**src/rtl/shuffle_sequencer_pkg.sv**
```systemverilog
// Shared definitions for the shuffle sequencer: FSM states, LFSR taps, default seed.
package shuffle_sequencer_pkg;

  typedef enum logic [1:0] {
    ST_IDLE,
    ST_FILL,
    ST_FALLBACK,
    ST_DONE
  } state_t;

  localparam logic [15:0] DEFAULT_SEED = 16'hDEAD;

  // Feedback taps of the 16-bit Fibonacci LFSR (shift toward bit 0).
  localparam int unsigned LFSR_TAP0 = 0;
  localparam int unsigned LFSR_TAP1 = 2;
  localparam int unsigned LFSR_TAP2 = 3;
  localparam int unsigned LFSR_TAP3 = 5;

endpackage

```
**src/rtl/shuffle_sequencer_lfsr16.sv**
```systemverilog
// 16-bit Fibonacci LFSR with synchronous load and step enable.
module lfsr16
  import shuffle_sequencer_pkg::*;
#(
  parameter logic [15:0] RESET_VAL = DEFAULT_SEED
) (
  input  logic        clk,
  input  logic        rst_n,
  input  logic        load,
  input  logic [15:0] load_val,
  input  logic        step,
  output logic [15:0] state
);

  logic feedback;

  always_comb begin
    feedback = state[LFSR_TAP0] ^ state[LFSR_TAP1] ^ state[LFSR_TAP2] ^ state[LFSR_TAP3];
  end

  always_ff @(posedge clk or negedge rst_n) begin
    if (!rst_n) begin
      state <= RESET_VAL;
    end else if (load) begin
      state <= load_val;
    end else if (step) begin
      state <= {feedback, state[15:1]};
    end
  end

endmodule

```
**src/rtl/shuffle_sequencer.sv**
```systemverilog
// Builds a random permutation of 0..NUM_ITEMS-1 by LFSR draws with duplicate
// rejection, falling back to a deterministic fill once the draw budget runs out.
module shuffle_sequencer
  import shuffle_sequencer_pkg::*;
#(
  parameter int unsigned NUM_ITEMS    = 4,
  parameter int unsigned IDX_W        = 2,
  parameter logic [15:0] SEED_DEFAULT = DEFAULT_SEED,
  parameter int unsigned MAX_DRAWS    = 64
) (
  input  logic             clk,
  input  logic             rst_n,
  input  logic             start,
  input  logic             seed_load,
  input  logic [15:0]      seed,
  output logic             busy,
  output logic             done,
  output logic             seq_valid,
  input  logic [IDX_W-1:0] rd_idx,
  output logic [IDX_W-1:0] rd_data
);

  localparam int unsigned CNT_W  = IDX_W + 1;
  localparam int unsigned DRAW_W = $clog2(MAX_DRAWS + 1);
  localparam logic [CNT_W-1:0]  LAST_SLOT  = CNT_W'(NUM_ITEMS - 1);
  localparam logic [DRAW_W-1:0] DRAW_LIMIT = DRAW_W'(MAX_DRAWS);

  state_t state_q, state_nxt;

  logic [IDX_W-1:0]     slots [NUM_ITEMS];
  logic [NUM_ITEMS-1:0] used;
  logic [CNT_W-1:0]     count;
  logic [DRAW_W-1:0]    draws;

  logic [15:0]      lfsr_q;
  logic [15:0]      lfsr_load_val;
  logic             lfsr_load;
  logic             lfsr_step;
  logic [IDX_W-1:0] cand;
  logic             cand_ok;
  logic [IDX_W-1:0] free_sym;
  logic             free_found;
  logic [CNT_W-1:0] count_after;

  logic             clear;
  logic             wr_en;
  logic [IDX_W-1:0] wr_sym;
  logic             draw_inc;
  logic             set_valid;

  logic unused_lfsr_bits;
  assign unused_lfsr_bits = ^lfsr_q[15:IDX_W];

  lfsr16 #(
    .RESET_VAL(SEED_DEFAULT)
  ) u_lfsr (
    .clk     (clk),
    .rst_n   (rst_n),
    .load    (lfsr_load),
    .load_val(lfsr_load_val),
    .step    (lfsr_step),
    .state   (lfsr_q)
  );

  assign lfsr_load_val = (seed == 16'h0000) ? SEED_DEFAULT : seed;
  assign cand          = lfsr_q[IDX_W-1:0];
  assign cand_ok       = ({1'b0, cand} < CNT_W'(NUM_ITEMS)) && !used[cand];
  assign count_after   = count + CNT_W'(cand_ok);
  assign rd_data       = slots[rd_idx];

  // Lowest unused symbol; in the final slot this is the only one left.
  always_comb begin
    free_sym   = '0;
    free_found = 1'b0;
    for (int unsigned i = 0; i < NUM_ITEMS; i++) begin
      if (!used[i] && !free_found) begin
        free_sym   = IDX_W'(i);
        free_found = 1'b1;
      end
    end
  end

  always_ff @(posedge clk or negedge rst_n) begin
    if (!rst_n) begin
      state_q <= ST_IDLE;
    end else begin
      state_q <= state_nxt;
    end
  end

  always_comb begin
    state_nxt = state_q;
    lfsr_load = 1'b0;
    lfsr_step = 1'b0;
    clear     = 1'b0;
    wr_en     = 1'b0;
    wr_sym    = '0;
    draw_inc  = 1'b0;
    set_valid = 1'b0;
    busy      = (state_q != ST_IDLE);
    done      = (state_q == ST_DONE);
    case (state_q)
      ST_IDLE: begin
        if (start) begin
          clear     = 1'b1;
          lfsr_load = seed_load;
          state_nxt = ST_FILL;
        end
      end
      ST_FILL: begin
        if (count == LAST_SLOT) begin
          wr_en     = 1'b1;
          wr_sym    = free_sym;
          set_valid = 1'b1;
          state_nxt = ST_DONE;
        end else begin
          lfsr_step = 1'b1;
          draw_inc  = 1'b1;
          wr_en     = cand_ok;
          wr_sym    = cand;
          // Budget check uses the post-draw count so a draw that fills the
          // penultimate slot still lets the final-slot rule finish normally.
          if ((draws + DRAW_W'(1)) == DRAW_LIMIT && count_after < LAST_SLOT) begin
            state_nxt = ST_FALLBACK;
          end
        end
      end
      ST_FALLBACK: begin
        wr_en  = 1'b1;
        wr_sym = free_sym;
        if ((count + CNT_W'(1)) == LAST_SLOT) begin
          state_nxt = ST_FILL;
        end
      end
      ST_DONE: begin
        state_nxt = ST_IDLE;
      end
      default: begin
        state_nxt = ST_IDLE;
      end
    endcase
  end

  always_ff @(posedge clk or negedge rst_n) begin
    if (!rst_n) begin
      for (int unsigned i = 0; i < NUM_ITEMS; i++) begin
        slots[i] <= '0;
      end
      used      <= '0;
      count     <= '0;
      draws     <= '0;
      seq_valid <= 1'b0;
    end else if (clear) begin
      used      <= '0;
      count     <= '0;
      draws     <= '0;
      seq_valid <= 1'b0;
    end else begin
      if (wr_en) begin
        slots[count[IDX_W-1:0]] <= wr_sym;
        used[wr_sym]            <= 1'b1;
        count                   <= count + CNT_W'(1);
      end
      if (draw_inc) begin
        draws <= draws + DRAW_W'(1);
      end
      if (set_valid) begin
        seq_valid <= 1'b1;
      end
    end
  end

endmodule
```
**config.mk**
```make
export PLATFORM = sky130hd
export DESIGN_NAME = shuffle_sequencer
export DESIGN_NICKNAME = d
export VERILOG_FILES = /design/src/rtl/shuffle_sequencer_pkg.sv /design/src/rtl/shuffle_sequencer_lfsr16.sv /design/src/rtl/shuffle_sequencer.sv
export SDC_FILE = /design/constraint.sdc
export NUM_CORES = 1
export LEC_CHECK = 0
export ABC_AREA = 1
export BUFFER_PORTS_ARGS = -buffer_cell sky130_fd_sc_hd__buf_2
export CAP_MARGIN = 20
export CORE_MARGIN = 2
export CORE_UTILIZATION = 35
export DETAILED_ROUTE_END_ITERATION = 8
export GPL_TIMING_DRIVEN = 1
export HOLD_SLACK_MARGIN = 0.15
export MAX_ROUTING_LAYER = met4
export PLACE_DENSITY_LB_ADDON = 0.05
export SETUP_SLACK_MARGIN = 0.1
export SYNTH_ARGS = -nofsm -noshare
export SYNTH_HDL_FRONTEND = slang
export SYNTH_SLANG_ARGS = --single-unit
```
**constraint.sdc**
```tcl
create_clock -name clk -period 1.8 [get_ports clk]
set_input_delay 0.09 -clock clk [delete_from_list [all_inputs] [get_ports clk]]
set_output_delay 0.09 -clock clk [all_outputs]
set_load 0.01 [all_outputs]
```
; ---- Yosys cells after proc, flatten, opt, wreduce, memory -nomap -nowiden
; Index checks and enable logic that the tools add are counted.
[word_totals]
ff_bits = 41
in_bits = 22
out_inout_bits = 5
wordCells = 101
[op_classes]
n_addsub = 3
order_cmp = 7
n_eq_ne = 9
mux = 44
n_bitwise = 7
n_reduce_logical = 21
[ops]
columns = op, n
row1 = $mux 16, 3
row2 = $mux 2, 10
row3 = $mux 1, 17
row4 = $logic_not 16->1, 1
row5 = $mux 7, 2
row6 = $reduce_bool 2->1, 5
row7 = $bwmux 8, 1
row8 = $mux 4, 2
row9 = $pmux 2 s4, 1
row10 = $add 7x1->7 const B, 1
row11 = $eq 7x7->1 const B, 1
row12 = $eq 3x2->1 const B, 2
row13 = $ge 3x3->1 const B, 2
row14 = $logic_and 1x1->1, 6
row15 = $logic_not 1->1, 6
row16 = $lt 2x3->1 const B, 2
row17 = $mux 3, 2
row18 = $not 2->3, 2
row19 = $bmux 2 s2, 1
row20 = $demux 2 s2, 1
row21 = $eq 2x2->1 const B, 2
row22 = $ne 2x2->1 const B, 2
row23 = $or 4x4->4, 1
row24 = $pmux 2 s2, 1
row25 = other kinds (15), 17

; ---- Logic depth before layout (Yosys ltp)
[logic_depth]
word_depth = 18
mapped_depth = 16
depth_no_buf = 16

; ---- Modules after synthesis
; Synthesis repeated with hierarchy kept, for this count alone.
[unflattened]
cells_unflattened = 323
hier_area_um2 = 2443.6
[by_module_without_submodules]
columns = module, n_inst, cells_each, area_each_um2, seq_area_each_um2
row1 = shuffle_sequencer, 1, 232, 1644.1, 625.6
row2 = lfsr16, 1, 91, 799.5, 414.1

; ---- Worst setup path before layout
; Ideal clock, no wire load.
[synth_timing]
path_type = register to register
start = reg u_lfsr.state[0]
end = reg state_q[0]
setup_ns = 0.117
arrival_time_ns = 1.775
required_ns = 1.683
slack_ns = -0.092
path_stages_with_launch = 16
n_path_buf = 0
period_less_slack_ns = 1.892
path_cell_list = dfstp_2 > nand2_1 > nand3_2 > nand2_2 > ha_1 > ha_1 > nand2_1 > o21ai_0 > nor2_1 > nand2_1 > nor2_1 > nand2_1 > nand2_1 > nand2_1 > nand2_1 > nand2_1
[synth_via]
elab_chain_cells = 8
[synth_rtl]
columns = item, line
row1 = "start, declared", shuffle_sequencer_lfsr16.sv:12  ; output logic [15:0] state
row2 = "start signal, assigned", shuffle_sequencer_lfsr16.sv:25  ; state <= load_val;
row3 = "start signal, assigned", shuffle_sequencer_lfsr16.sv:27  ; state <= {feedback, state[15:1]};
row4 = $bmux 1 s2, shuffle_sequencer.sv:67  ; assign cand_ok = ({1'b0, cand} < CNT_W'(NUM_ITEMS)) && !used[cand];
row5 = $mux 1 (not written as such), shuffle_sequencer.sv:67
row6 = $logic_not 1->1, shuffle_sequencer.sv:67
row7 = $add 3x1->3, shuffle_sequencer.sv:68  ; assign count_after = count + CNT_W'(cand_ok);
row8 = $lt 3x2->1, shuffle_sequencer.sv:123  ; if ((draws + DRAW_W'(1)) == DRAW_LIMIT && count_after < LAST_SLOT) begin
row9 = $logic_and 1x1->1, shuffle_sequencer.sv:123
row10 = $ne 3x3->1 (no source line), -
row11 = $reduce_and 3->1 (no source line), -
row12 = "end signal, assigned", shuffle_sequencer.sv:87  ; state_q <= state_nxt;
row13 = "end, declared", shuffle_sequencer.sv:28  ; state_t state_q, state_nxt;
; No other way between the ends. The select of a mux whose other input is x is not followed.
; A chain may end at the register's enable or synchronous reset.

; ---- Worst setup path in the final report
[layout_timing]
start = reg u_lfsr.state[0]
end = reg state_q[1]
; Same word-level chain as after synthesis.

==> results by group <==
Worst setup path
  – Critical path's top delay family: simple AND/OR/NAND/NOR gates
  – CP Cell Sequence: nand2_1, nand3_2, nand2_2, ha_4, ha_4, nand2_2, o21ai_2, nor2_1, nand2_1, nor2_1, nand2_1, nand2_1, nand2_1, nand2_1, nand2_1
  – CP most frequent cell: nand2_1
  – Slowest-stage cell, CP: dfstp_2
  – Setup CP Type: reg -> reg
  – Worst EP required: 1990 ps
  – Buf+Inv Stages, Crit Path: 0
  – CP startpoint kind: flip-flop
  – Critical path endpoint category: flip-flop
  – Crit path DAT: about 2100 ps
  – Top fanout value on the critical path: 5
  – Largest stage delay, worst path: about 570 ps

Place
  – Post-DP Area: approximately 2700 um2
  – DP Wirelength: around 4.1 mm
  – GPL Wtd Cong: 0.8126
  – I/O Buffers: 26

Global routing
  – Pin count of the biggest net entering global routing: 21
  – Initial antenna violation count: 0
  – GR Overflow Total: 0
  – Vias in the first global route: around 2100
  – First-pass GRT wire length: 10.07 mm
  – GRT Total Usage: 0.1748

Clock tree
  – Root Buffer: clkbuf_8
  – CTS Buffer Depth: 2
  – Clk sinks: 41
  – CTS Buf Count: 5
  – Clock transition at the registers of the reported paths: roughly 80 ps
  – H-tree depth: 2
  – Clock latency on the worst-skew pair: approximately 300 ps
  – TritonCTS clock tree: yes

Synth
  – Post-synth top area share: 0.3200
  – Post-synth top area cell: dfrtp_1
  – Synthesis-stage register bit count: 41
  – Synth warnings: 0
  – Mean Syn Cell Area: between 7 and 8 um2
  – Synth top area cells: dfrtp_1 (32%), nand2_1 (14%), dfstp_2 (12%)
  – Synth unique cells: 26
  – Sequential area share after synthesis: 0.4432
  – Cell Area, Synth: 2346 um2
  – Syn_nets: approximately 340
  – Syn Inst Count: 304

Timing
  – Tcrit/Tclk final: 1.053
  – Max Slew Vio Count: 0
  – Final hold vios: 0
  – Final worst slack: -95.77 ps
  – RSZ-0062 raised after global routing: true
  – Post-route minimum period: 1896 ps
  – Max-slew headroom: 0.6892
  – Setup Skew: ~7.8 ps
  – Hold slack: 164.0 ps
  – Final setup fails: 2
  – Worst-margin pin slew: 461.9 ps
  – Total Neg Setup Slack: -177.5 ps
  – Fmax: ~530 MHz

Final layout
  – Antenna cells: 0
  – Area of the multi-input gates: between 1000 and 1500 um2
  – Share of layout cells above drive strength 1: 0.2626
  – Fillers: approximately 630
  – Storage cell area: about 1000 um2
  – Finished Cell Area: between 3000 and 4000 um2
  – Synth-to-Final Area Change: 33.39%
  – Most frequent cells in the layout: nand2_1 (84), dfrtp_1 (30), inv_1 (29)
  – Final core occ: 0.4872
  – Most common cell after layout, fill and taps aside: nand2_1
  – Nets@finish: 410

Detailed routing
  – Total vias in the final route: about 2200
  – Final WL: roughly 5.6 mm
  – DRC violations left: 0
  – DRT iter0 DRCs: between 90 and 100
  – Pre-antenna DRT Iters: 6
  – Post-DRT Antenna Nets: 0
  – DR WL/cell: about 12 um
  – Vias per inst: between 4 and 5

Pwr
  – Tot Pwr: 5.197 mW
  – Peak supply drop: 0.7215 mV
  – Pleak: around 1.6 nW
  – Pwr Density: ~1700 nW/um2

Die
  – Die footprint: roughly 7400 um2
  – Die width: between 80 and 90 um
  – Row cnt: 29
  – Core ar.: 6422 um2
  – Initial core utilization: 0.3653
  – I/O pin count: 27
  – Die Height: 85.87 um

Run status
  – Failing checks: negative setup slack
  – Status: finished with violations

Job
  – Max Cap Violations: 0

Min path
  – Hold WC Path Type: in -> reg
## synth_stat cells
| library cell | number |
|---|---|
| dfstp_2 | 11 |
| buf_2 | 4 |
| inv_2 | 4 |
| a31oi_1 | 3 |
| nand3_2 | 2 |
| o21a_1 | 1 |
| o22ai_1 | 5 |
| a32oi_1 | 5 |
| nor2_1 | 25 |
| nand3_1 | 24 |
| inv_1 | 32 |
| ha_1 | 12 |
| xor2_1 | 1 |
| a21oi_1 | 11 |
| clkbuf_1 | 2 |
| nand2_1 | 87 |
| o21ai_0 | 28 |
| nand2_2 | 5 |
| xnor2_1 | 3 |
| o21ai_1 | 2 |
| nor2_4 | 2 |
| buf_6 | 1 |
| dfrtp_1 | 30 |
| a21o_1 | 1 |
| nand4_1 | 1 |
| nor4_1 | 2 |
## layout make-up
class / instances / share of cell area
Multi-Input combinational cell: 220 / 0.3882
Sequential cell: 41 / 0.3323
Timing Repair Buffer: 71 / 0.1675
Inverter: 36 / 0.04478
Tap cell: 77 / 0.03079
Clock buffer: 6 / 0.02319
Clock inverter: 2 / 0.01120
Timing Repair inverter: 1 / 0.001999
## power breakdown
group          switching, mW  total (mW)  internal (mW)
registers              0.271        1.70           1.43
logic                   1.55        2.76           1.21
clock network          0.330       0.742          0.412
total                   2.15        5.20           3.05
## repair_timing
| action | CTS | global route |
|---|---|---|
| hold endpoints to repair | 46 | 0 |
| pin swaps | 7 | 6 |
| gates resized for setup | 6 | 18 |
| setup endpoints to repair | 17 | 36 |
| gates cloned | 0 | 1 |
| hold buffers | 18 | 0 |
| buffers inserted | 2 | 2 |
## logic make-up (layout without fill, tap and decap cells)
group                    count (synthesis)  count (layout)  share of synthesized area
AO/OA/AOI/OAI                           56              56                     0.1339
adder cells (fa/ha/maj)                 12              12                    0.06400
flip-flops                              41              41                     0.4432
AND/OR/NAND/NOR                        148             148                     0.2699
XOR/XNOR                                 4               4                    0.01494
buffers and inverters                   43             116                    0.07413
## worst reg2reg max path: cells and delay by family, from the launching register on
kind | cells | cell delay (ps)
AND/OR/NAND/NOR | 12 | 820
adder cells (fa/ha/maj) | 2 | 360
AO/OA/AOI/OAI | 1 | 50
flip-flops | 1 | 570
## flip-flops by register name, summed over array words and instances, names as in the netlist
| register | cells |
|---|---|
| count | 3 |
| draws | 7 |
| seq_valid | 1 |
| slots | 8 |
| state_q | 2 |
| u_lfsr.state | 16 |
| used | 4 |
## metal layers
| metal | up-vias | wire [um] | GRT usage |
|---|---|---|---|
| met5 | - | 0 | - |
| met4 | 0 | 19 | 0.03896 |
| met3 | 2 | 152 | 0.03176 |
| met2 | 32 | 2518 | 0.2650 |
| met1 | 1014 | 2912 | 0.2442 |
| li1 | 1137 | - | - |
## stage by stage
| step | cells | worst slack [ps] |
|---|---|---|
| floorplan | 304 | -22.68 |
| global placement | 423 | -90.05 |
| detailed placement | 423 | -139.2 |
| CTS | 451 | -111.6 |
| global route | 454 | -268.3 |
| finish | 454 | -95.77 |
## worst paths after layout
path                            startpoint          endpoint  slack (ps)  cells past startpoint
max                        u_lfsr.state[0]        state_q[1]        -100                     15
min                                  start        state_q[0]         160                      5
max reg2reg                u_lfsr.state[0]        state_q[1]        -100                     15
min reg2reg                       slots[5]          slots[5]         480                      2
max in group asynchronous            rst_n  u_lfsr.state[12]        1020                      3
min in group asynchronous            rst_n          slots[3]         180                      2
Note: power is estimated with default switching activity, not from simulation.
